**config.mk**
```make
export PLATFORM = sky130hd
export DESIGN_NAME = fifo_stream_reader
export DESIGN_NICKNAME = d
export VERILOG_FILES = /design/src/rtl/fifo_stream_reader.sv
export SDC_FILE = /design/constraint.sdc
export NUM_CORES = 1
export LEC_CHECK = 0
export CAP_MARGIN = 10
export CORE_AREA = 2 2 78 65
export CTS_BUF_LIST = sky130_fd_sc_hd__clkbuf_8 sky130_fd_sc_hd__clkbuf_16
export CTS_CLUSTER_SIZE = 8
export DETAILED_ROUTE_END_ITERATION = 8
export DIE_AREA = 0 0 80 67
export PLACE_DENSITY_LB_ADDON = 0.05
export RECOVER_POWER = 25
export SETUP_SLACK_MARGIN = 0.15
export SLEW_MARGIN = 0
export SYNTH_ARGS = -nofsm -noshare
export SYNTH_HDL_FRONTEND = slang
export SYNTH_SLANG_ARGS = --single-unit
export TNS_END_PERCENT = 100
```
**constraint.sdc**
```tcl
create_clock -name clk -period 1.53 [get_ports clk]
set_input_delay 0.2295 -clock clk [delete_from_list [all_inputs] [get_ports clk]]
set_output_delay 0.2295 -clock clk [all_outputs]
set_load 0.05 [all_outputs]
```
**src/rtl/fifo_stream_reader.sv**
```systemverilog
// Read-side consumer for the synchronous FIFO: issues pops, absorbs the one-cycle
// read latency in a small skid buffer and presents a full-rate valid/ready stream.
module fifo_stream_reader #(
  parameter int WIDTH       = 8,
  parameter int BUF_DEPTH   = 3,
  parameter int COUNT_WIDTH = 16
) (
  input  logic                               clk,
  input  logic                               rst,
  output logic                               fifo_rd_en,
  input  logic [WIDTH-1:0]                   fifo_dout,
  input  logic                               fifo_empty,
  input  logic                               flush,
  output logic                               m_valid,
  input  logic                               m_ready,
  output logic [WIDTH-1:0]                   m_data,
  output logic [$clog2(BUF_DEPTH+1)-1:0]     buf_count,
  output logic [COUNT_WIDTH-1:0]             beat_count
);

  localparam int CNT_W = $clog2(BUF_DEPTH + 1);
  localparam int PTR_W = (BUF_DEPTH > 1) ? $clog2(BUF_DEPTH) : 1;

  logic [WIDTH-1:0]       mem_q [BUF_DEPTH];
  logic [PTR_W-1:0]       head_q, head_d;
  logic [PTR_W-1:0]       tail_q, tail_d;
  logic [CNT_W-1:0]       count_q, count_d;
  logic [COUNT_WIDTH-1:0] beat_q, beat_d;
  logic                   inflight_q;
  logic                   flush_q;
  logic                   pop;
  logic                   capture;
  logic [CNT_W:0]         occupancy;

  function automatic logic [PTR_W-1:0] ptr_inc(input logic [PTR_W-1:0] p);
    if (p == PTR_W'(BUF_DEPTH - 1)) return '0;
    return p + 1'b1;
  endfunction

  // Reserve a slot for the word already requested so a capture can never overflow.
  assign occupancy  = {1'b0, count_q} + (CNT_W+1)'(inflight_q);
  assign fifo_rd_en = !rst && !flush && !fifo_empty &&
                      (occupancy < (CNT_W+1)'(BUF_DEPTH));

  assign capture    = inflight_q && !flush_q;
  assign m_valid    = (count_q != '0);
  assign m_data     = mem_q[head_q];
  assign pop        = m_valid && m_ready;
  assign buf_count  = count_q;
  assign beat_count = beat_q;

  always_comb begin
    head_d  = head_q;
    tail_d  = tail_q;
    count_d = count_q;
    beat_d  = beat_q;
    if (pop) begin
      head_d = ptr_inc(head_q);
      beat_d = beat_q + 1'b1;
    end
    if (capture) tail_d = ptr_inc(tail_q);
    case ({capture, pop})
      2'b10:   count_d = count_q + 1'b1;
      2'b01:   count_d = count_q - 1'b1;
      default: count_d = count_q;
    endcase
    // The flush-cycle handshake still counts; everything else buffered is dropped.
    if (flush) begin
      head_d  = '0;
      tail_d  = '0;
      count_d = '0;
    end
  end

  always_ff @(posedge clk) begin
    if (rst) begin
      head_q     <= '0;
      tail_q     <= '0;
      count_q    <= '0;
      beat_q     <= '0;
      inflight_q <= 1'b0;
      flush_q    <= 1'b0;
    end else begin
      head_q     <= head_d;
      tail_q     <= tail_d;
      count_q    <= count_d;
      beat_q     <= beat_d;
      inflight_q <= fifo_rd_en;
      flush_q    <= flush;
    end
  end

  always_ff @(posedge clk) begin
    if (capture) mem_q[tail_q] <= fifo_dout;
  end

endmodule

```
# Word-level counts from Yosys, hierarchy flattened
# Memory sizes are Yosys's and may differ from the RTL's. A register that Yosys moved wholly into a read port is not among the register bits.
# Cells that the tools add are included.
[totals]
regBits = 24
ramBits = 24
input_bits = 13
wordCells = 43
n_memories = 1
[op_classes]
n_addsub = 6
magnitude_cmp = 1
eq_ne = 4
muxes = 13
reduce_logical = 12
[mem_list]
columns = ["memory", "depth", "word_bits", "read_ports", "rd_clocked_by_memory_dff", "wr", "line", "text"]
rows = [
  ["mem_q", 3, 8, 1, 1, 1, "24", "logic [WIDTH-1:0] mem_q [BUF_DEPTH];"],
]
[ops]
columns = ["op", "count"]
rows = [
  ["16-bit by 1-bit adder with 16-bit output (second input constant)", 1],
  ["2-bit two-way mux", 6],
  ["2-bit by 1-bit adder with 2-bit output (second input constant)", 3],
  ["2-bit == test (second input constant)", 3],
  ["1-bit two-way mux", 6],
  ["1-bit logical AND", 5],
  ["1-bit zero test", 4],
  ["2-bit case mux with 2 select lines", 1],
  ["2-bit nonzero test", 2],
  ["2-bit by 1-bit adder with 3-bit output", 1],
  ["3-bit by 2-bit less-than comparator with 1-bit output (second input constant)", 1],
  ["2-bit by 1-bit == test with 1-bit output (second input constant)", 1],
  ["2-bit OR reduction", 1],
  ["2-bit by 1-bit subtractor with 2-bit output (second input constant)", 1],
]

# Longest topological paths before layout
# Gate-level depths: netlist (run 1).
[logic_depth]
ltp_word = 6
depth_mapped = 6

# Least setup slack after synthesis (run 1)
# OpenSTA, ideal clock, no wires.
[synth_path]
kind = "register to output"
startpoint = "register count_q[0], in the netlist buf_count[0]"
endpoint = "output fifo_rd_en"
arrival_time_ps = 3680
setup_slack_ps = -2380
stages_incl_launch_ff = 4
path_cell_list = "dfxtp_1 > ha_1 > ha_1 > a2111oi_0"
[synth_between]
elab_chain_cells = 3
[synth_lines]
columns = ["item", "line", "text"]
rows = [
  ["start: declaration", "27", "logic [CNT_W-1:0] count_q, count_d;"],
  ["start signal: assignment", "86", "count_q <= count_d;"],
  ["2-bit by 1-bit adder with 3-bit output", "41", "assign occupancy = {1'b0, count_q} + (CNT_W+1)'(inflight_q);"],
  ["3-bit by 2-bit less-than comparator with 1-bit output", "43", "(occupancy < (CNT_W+1)'(BUF_DEPTH));"],
  ["1-bit logical AND", "42", "assign fifo_rd_en = !rst && !flush && !fifo_empty &&"],
  ["end: declaration", "10", "output logic fifo_rd_en,"],
]
# No other way between the ends.

# Final worst setup path (run 1)
[layout_path]
startpoint = "register inflight_q"
endpoint = "output fifo_rd_en"
[layout_between]
elab_chain_cells = 3
[layout_lines]
columns = ["item", "line", "text"]
rows = [
  ["start: declaration", "29", "logic inflight_q;"],
  ["start signal: assignment", "88", "inflight_q <= fifo_rd_en;"],
  ["2-bit by 1-bit adder with 3-bit output", "41", ""],
  ["3-bit by 2-bit less-than comparator with 1-bit output", "43", ""],
  ["1-bit logical AND", "42", ""],
]
# No other way between the ends.

==> results.cfg, run 1 <==
[run_status]
status = finished, violations left
failed_checks = setup timing

[cts]
clockBufferDepth = 2
h-tree-depth = 2
cts_tree = built
worstSkewPairLatency_ns = 0.29
cts_root_buffer = clkbuf_8
cts.hold.buffers_added = 0
clock-sinks = 50
numCtsBuffers = 5
clk_pin_slew_ns = 0.08

[cells_and_area]
diodes = 0
finalCoreUtilization_pct = 76.8
stdcell_area_sq_mm = 0.00347
area_delta_synth_final_pct = 73.9
drive_gt1_share_pct = 54.7
nets = 272

[min_path]
whs_path_depth = 2
min_from = head_q[1]
hold-path-endpoint = head_q[1]
hp-class = reg -> reg

[yosys]
synth_async_sr_flop_share_pct = 0
synth_edf_count = 24
synthTopCellsByArea = edfxtp_1, dfxtp_1, mux2i_1, o21ai_0, nand2_1
synth_top_area_share_pct = 36.2
yosysSeqAreaShare_pct = 62.3
synthesis.area_sq_mm = 0.00199
syn_area_per_cell_sq_um = 11.5
yosysWarnings = 0
netlist_instances = 173
synth-seq-cells = 50
yosysTopAreaCell = edfxtp_1
post_synth_num_cell_types = 32
synth_top_flop_cell = dfxtp_1
syn_nets = 190

[sta]
period_needed_ns = 1.81
rsz0062_at_grt = yes
whs_ns = 0.506
hold_viol = 0
clock_skew_ns = 0.00657
final.setup.worst_slack_ns = -0.281
fmax_mhz = 552
slew_violations = 0
relSlewSlack_pct = 74.3
setup_viol = 10
worst_pin_slew_ns = 0.375
fin_crit_sh_pct = 118

[power]
peakVddDrop_uv = 674
cellLeakagePower_nw = 1.30
powerDensity_mw_per_mm2 = 715

[worst_setup_path]
crit-reg2reg-launch = buf_count[0]
critPathKind = reg -> out
cp_max_fo = 2
crit_slowest_cell = dfxtp_2
path_cells = ha_4 > ha_4 > a2111oi_4 > buf_12
slowest_delay_ns = 0.36
r2r_end = buf_count[1]
cp-start-kind = register
crit_family = adder cells
reg2reg_slack_ns = -0.19
ff2ff_path_depth = 9
cp-end-kind = output pin
path_buf_inv = 1
cp_common_cell = ha_4
crit_required_ns = 1.30
crit_arrival_ns = 1.58

[routing]
num_vias = 1620
dr.first_iter.drc_count = 38
routedWlPerCell_um = 15.5
ant_nets = 0
dr_wl_met3_um = 204
post_drt_via_cell_ratio = 5.13
routedLengthMet1_um = 2060
met2_length_um = 2570
drt_first_pass_iters = 4
routed.top_layer = met4
routed_wl_um = 4890
drc = 0

[global_route]
grt_pass1_vias = 1650
grtUsageTotal_pct = 18.8
grt_antenna_before_repair = 0
grt.overflow.total = 0
grt_pass1_wl_um = 7580
grt_max_degree = 18

[placed_design]
portBuffers = 40
dpl_cell_area_sq_mm = 0.00299
gp_congestion = 0.813
place_hpwl_um = 3370

[floorplan]
ioPinCount = 41
std_cell_rows = 22
dieArea_sq_mm = 0.00536
start_util_pct = 44.2
core_sq_mm = 0.00451
die_x_um = 80
chipHeight_um = 67

[job]
cap_violations = 0
## final cells by class
cell class                 count  area [sq um]
sequential                    50          1290
multi-input combinational    115          1060
fill                         279          1050
timing repair buffer          81           913
tap                           60          75.1
clock buffer                   5          68.8
clock inverter                 3          41.3
inverter                       2          12.5
## layout by cell type (no fill, tap or decap), drive strengths merged, types with 7 or more instances in the layout
master / netlist / final
dfxtp: 26 / 26
o21ai: 15 / 15
a21oi: 11 / 11
buf: 1 / 69
nand2: 18 / 18
dlygate4sd3: 0 / 7
xnor2: 7 / 7
mux2i: 8 / 8
nor2: 14 / 14
edfxtp: 24 / 24
## tightest hold or removal path: cells and delay by family, from the launching register on
kind,cells,cell delay [ns]
simple gates,1,0.06
flops,1,0.33
compound gates,1,0.07
## registers in the layout (all words and copies together) (netlist names), named ones only
signal	cells
head_q	2
buf_count	2
mem_q	24
tail_q	2
beat_count	16
flush_q	1
inflight_q	1
## cells by family (layout without fill, tap and decap cells)
| group | after synthesis | after routing | share of synthesized area [%] |
|---|---|---|---|
| fa+ha+maj | 4 | 4 | 2.51 |
| compound gates | 28 | 28 | 7.60 |
| buf+inv | 8 | 91 | 1.88 |
| flops | 50 | 50 | 62.3 |
| xor+xnor | 12 | 12 | 5.27 |
| mux | 8 | 8 | 4.02 |
| simple gates | 63 | 63 | 16.4 |
## cells in the mapped netlist, types with 4 or more instances
library cell and number:
edfxtp_1 24, xor2_1 5, o21ai_0 14, a21oi_1 11, nand3_1 4, ha_1 4, nand2_1 18, or3_1 4
nor2_1 14, dfxtp_1 26, nor3_1 5, mux2i_1 8, xnor2_1 7, clkbuf_1 5
## layer usage
metal	vias to the layer above	GRT usage, %
met5	-	0
met3	6	4.34
li1	796	-
met2	37	32.4
met4	0	4.66
met1	781	24.0
## where the power goes
| part | switching [mW] | total, mW | internal, mW |
|---|---|---|---|
| Combinational | 0.0957 | 0.196 | 0.100 |
| Sequential | 0.00705 | 1.40 | 1.39 |
| Clock | 0.407 | 0.888 | 0.481 |
| Total | 0.509 | 2.48 | 1.97 |
## per-stage QoR
step | worst slack, ns | power [mW] | TNS, ns | std cells
2_1_floorplan | -0.219 | 1.50 | -0.623 | 173
3_3_place_gp | -0.320 | 1.59 | -3.10 | 299
3_5_place_dp | -0.412 | 1.60 | -3.77 | 299
4_1_cts | -0.299 | 2.48 | -0.647 | 313
5_1_grt | -0.331 | 2.56 | -2.11 | 316
6_report | -0.281 | 2.48 | -1.08 | 316
## worst max-delay path by stage
stage	from	end	depth (start not counted)
2_1_floorplan	buf_count[0]	fifo_rd_en	3
3_3_place_gp	m_ready	beat_count[15]	5
3_5_place_dp	m_ready	beat_count[15]	5
4_1_cts	buf_count[0]	fifo_rd_en	4
5_1_grt	buf_count[0]	fifo_rd_en	4
6_report	inflight_q	fifo_rd_en	4
## repair_timing
item | CTS | global route
endpoints found under the setup margin | 27 | 36
setup buffers | 6 | 3
hold endpoints to repair | 0 | 0
pin swaps | 24 | 14
resized for setup | 35 | 28
No activity file was read; power rests on OpenSTA's default activity.
==> inputs of run 2 (changes only) <==
- TNS_END_PERCENT: 100 -> 1
==> run 2 against run 1 <==
Against the previous run:
- the run still ends with setup timing left
- via count shrank 5.2%
- clock skew grew 0.0021 ns
- setup slack lost 0.081 ns
- global-route usage shrank 1.3 points
- count of clock-buffer cells in the layout is the same
- hold slack lost 0.071 ns
- sequential share of layout area grew 4.4 points
- non-clock buffer count shrank 10
- flip-flop and latch count is the same
- design area shrank 11%
- fmax shrank 4.3%
- critical path type unchanged
- largest power group unchanged
- highest routed layer unchanged
==> results.cfg, run 2 (synthesis results as in run 1) <==
[cells_and_area]
drive_gt1_share_pct = 43.9
final_cell_mix = buf_4, edfxtp_1, nand2_1
area_delta_synth_final_pct = 55.1
multiInputGateArea_sq_um = 880
diodes = 0
largest_register_ffs = 24
finalCoreUtilization_pct = 68.5
nFillCells = 360
final_common_cell = buf_4
stdcell_area_sq_mm = 0.00309
ff_latch_area_sq_mm = 0.00129
nets = 262
largest_register = mem_q

[cts]
cts_setup_buffers = 0
worstSkewPairLatency_ns = 0.30
clockBufferDepth = 2
cts_tree = built
cts.hold.buffers_added = 0
clock-sinks = 50
h-tree-depth = 2
clk_pin_slew_ns = 0.09
numCtsBuffers = 5
cts_root_buffer = clkbuf_8

[min_path]
hp-class = in -> reg
whs_path_depth = 5

[global_route]
grt_antenna_before_repair = 0
grtUsageTotal_pct = 17.5
grt_pass1_vias = 1489
grt.overflow.total = 0
grt_max_degree = 18
grt_pass1_wl_um = 6880

[routing]
drc = 0
post_drt_via_cell_ratio = 5.02
drt_first_pass_iters = 4
routedWlPerCell_um = 14.1
num_vias = 1536
dr.first_iter.drc_count = 61
routed.top_layer = met4
routedLengthMet1_um = 1930
dr_wl_met3_um = 167
ant_nets = 0
met2_length_um = 2210
routed_wl_um = 4320

[job]
cap_violations = 0

[worst_setup_path]
path_cells = buf_6 > ha_4 > ha_4 > a2111oi_4 > buf_12
cp-end-kind = output pin
critPathKind = reg -> out
crit_arrival_ns = 1.66
path_buf_inv = 2
crit_slowest_cell = dfxtp_4
ff2ff_path_depth = 4
crit_family = adder cells
cp.depth = 5
crit_required_ns = 1.30
cp-start-kind = register
cp_common_cell = ha_4
slowest_delay_ns = 0.36
cp_max_fo = 2

[sta]
slew_violations = 0
period_needed_ns = 1.89
relSlewSlack_pct = 75.5
clock_skew_ns = 0.00863
whs_ns = 0.435
hold_viol = 0
tns_ns = -0.648
fmax_mhz = 529
rsz0062_at_grt = yes
final.setup.worst_slack_ns = -0.362
worst_pin_slew_ns = 0.359
fin_crit_sh_pct = 124
setup_viol = 5

[placed_design]
place_hpwl_um = 3230
portBuffers = 40
gp_congestion = 0.775
dpl_cell_area_sq_mm = 0.00287

[power]
peakVddDrop_uv = 598
clkPwrFrac_pct = 31.9
cellLeakagePower_nw = 1.12
p_sw_share_pct = 22.3
p_seq_share_pct = 60.6
cellInternalPower_mw = 1.79
powerDensity_mw_per_mm2 = 745
pwr-share-comb_pct = 7.5
netSwitchingPower_uw = 513

[floorplan]
dieArea_sq_mm = 0.00536
start_util_pct = 44.2
std_cell_rows = 22
die_x_um = 80
chipHeight_um = 67
core_sq_mm = 0.00451
ioPinCount = 41

[run_status]
failed_checks = setup timing
status = finished, violations left
[run 2: final cells by class]
class,instances,area share [%]
clock buffer,5,2.23
clock inverter,3,0.526
inverter,2,0.243
multi-input combinational,115,28.4
sequential,50,41.7
tap,60,2.43
timing repair buffer,71,24.4
[run 2: worst paths after layout]
path,from,endpoint,slack (ns)
hold / removal,m_ready,beat_count[1],0.44
hold reg to reg,beat_count[1],beat_count[1],0.51
setup / recovery,buf_count[0],fifo_rd_en,-0.36
setup reg to reg,beat_count[4],beat_count[15],-0.11
[run 2: power by group through the flow]
stage          Sequential, mW  Combinational [mW]  Clock (mW)
2_1_floorplan            1.44              0.0690           0
3_3_place_gp             1.43               0.166           0
3_5_place_dp             1.43               0.171           0
4_1_cts                  1.40               0.177       0.758
5_1_grt                  1.40               0.183       0.812
6_report                 1.40               0.172       0.735
[run 2: per-stage QoR]
stage	cells	total power, mW	worst slack, ns
floorplan	173	1.51	-0.219
global placement	298	1.60	-0.347
detailed placement	298	1.60	-0.454
CTS	306	2.34	-0.383
global route	306	2.39	-0.418
finish	306	2.30	-0.362
[run 2: tightest hold or removal path, stage by stage]
cell and delay (ns):
dlymetal6s2s_1 0.10, o21ai_2 0.08, buf_4 0.17, nand2_1 0.07, a21oi_1 0.05
[run 2: what timing repair did]
action	CTS	global route
setup endpoints to repair	23	42
endpoints found under the hold margin	0	0
pin swaps	15	5
resized for setup	20	14
gates cloned	0	0
[run 2: per-layer routing]
layer,vias up,track usage [%]
li1,771,-
met1,735,22.8
met2,26,28.6
met3,4,5.83
met4,0,3.81
met5,-,0
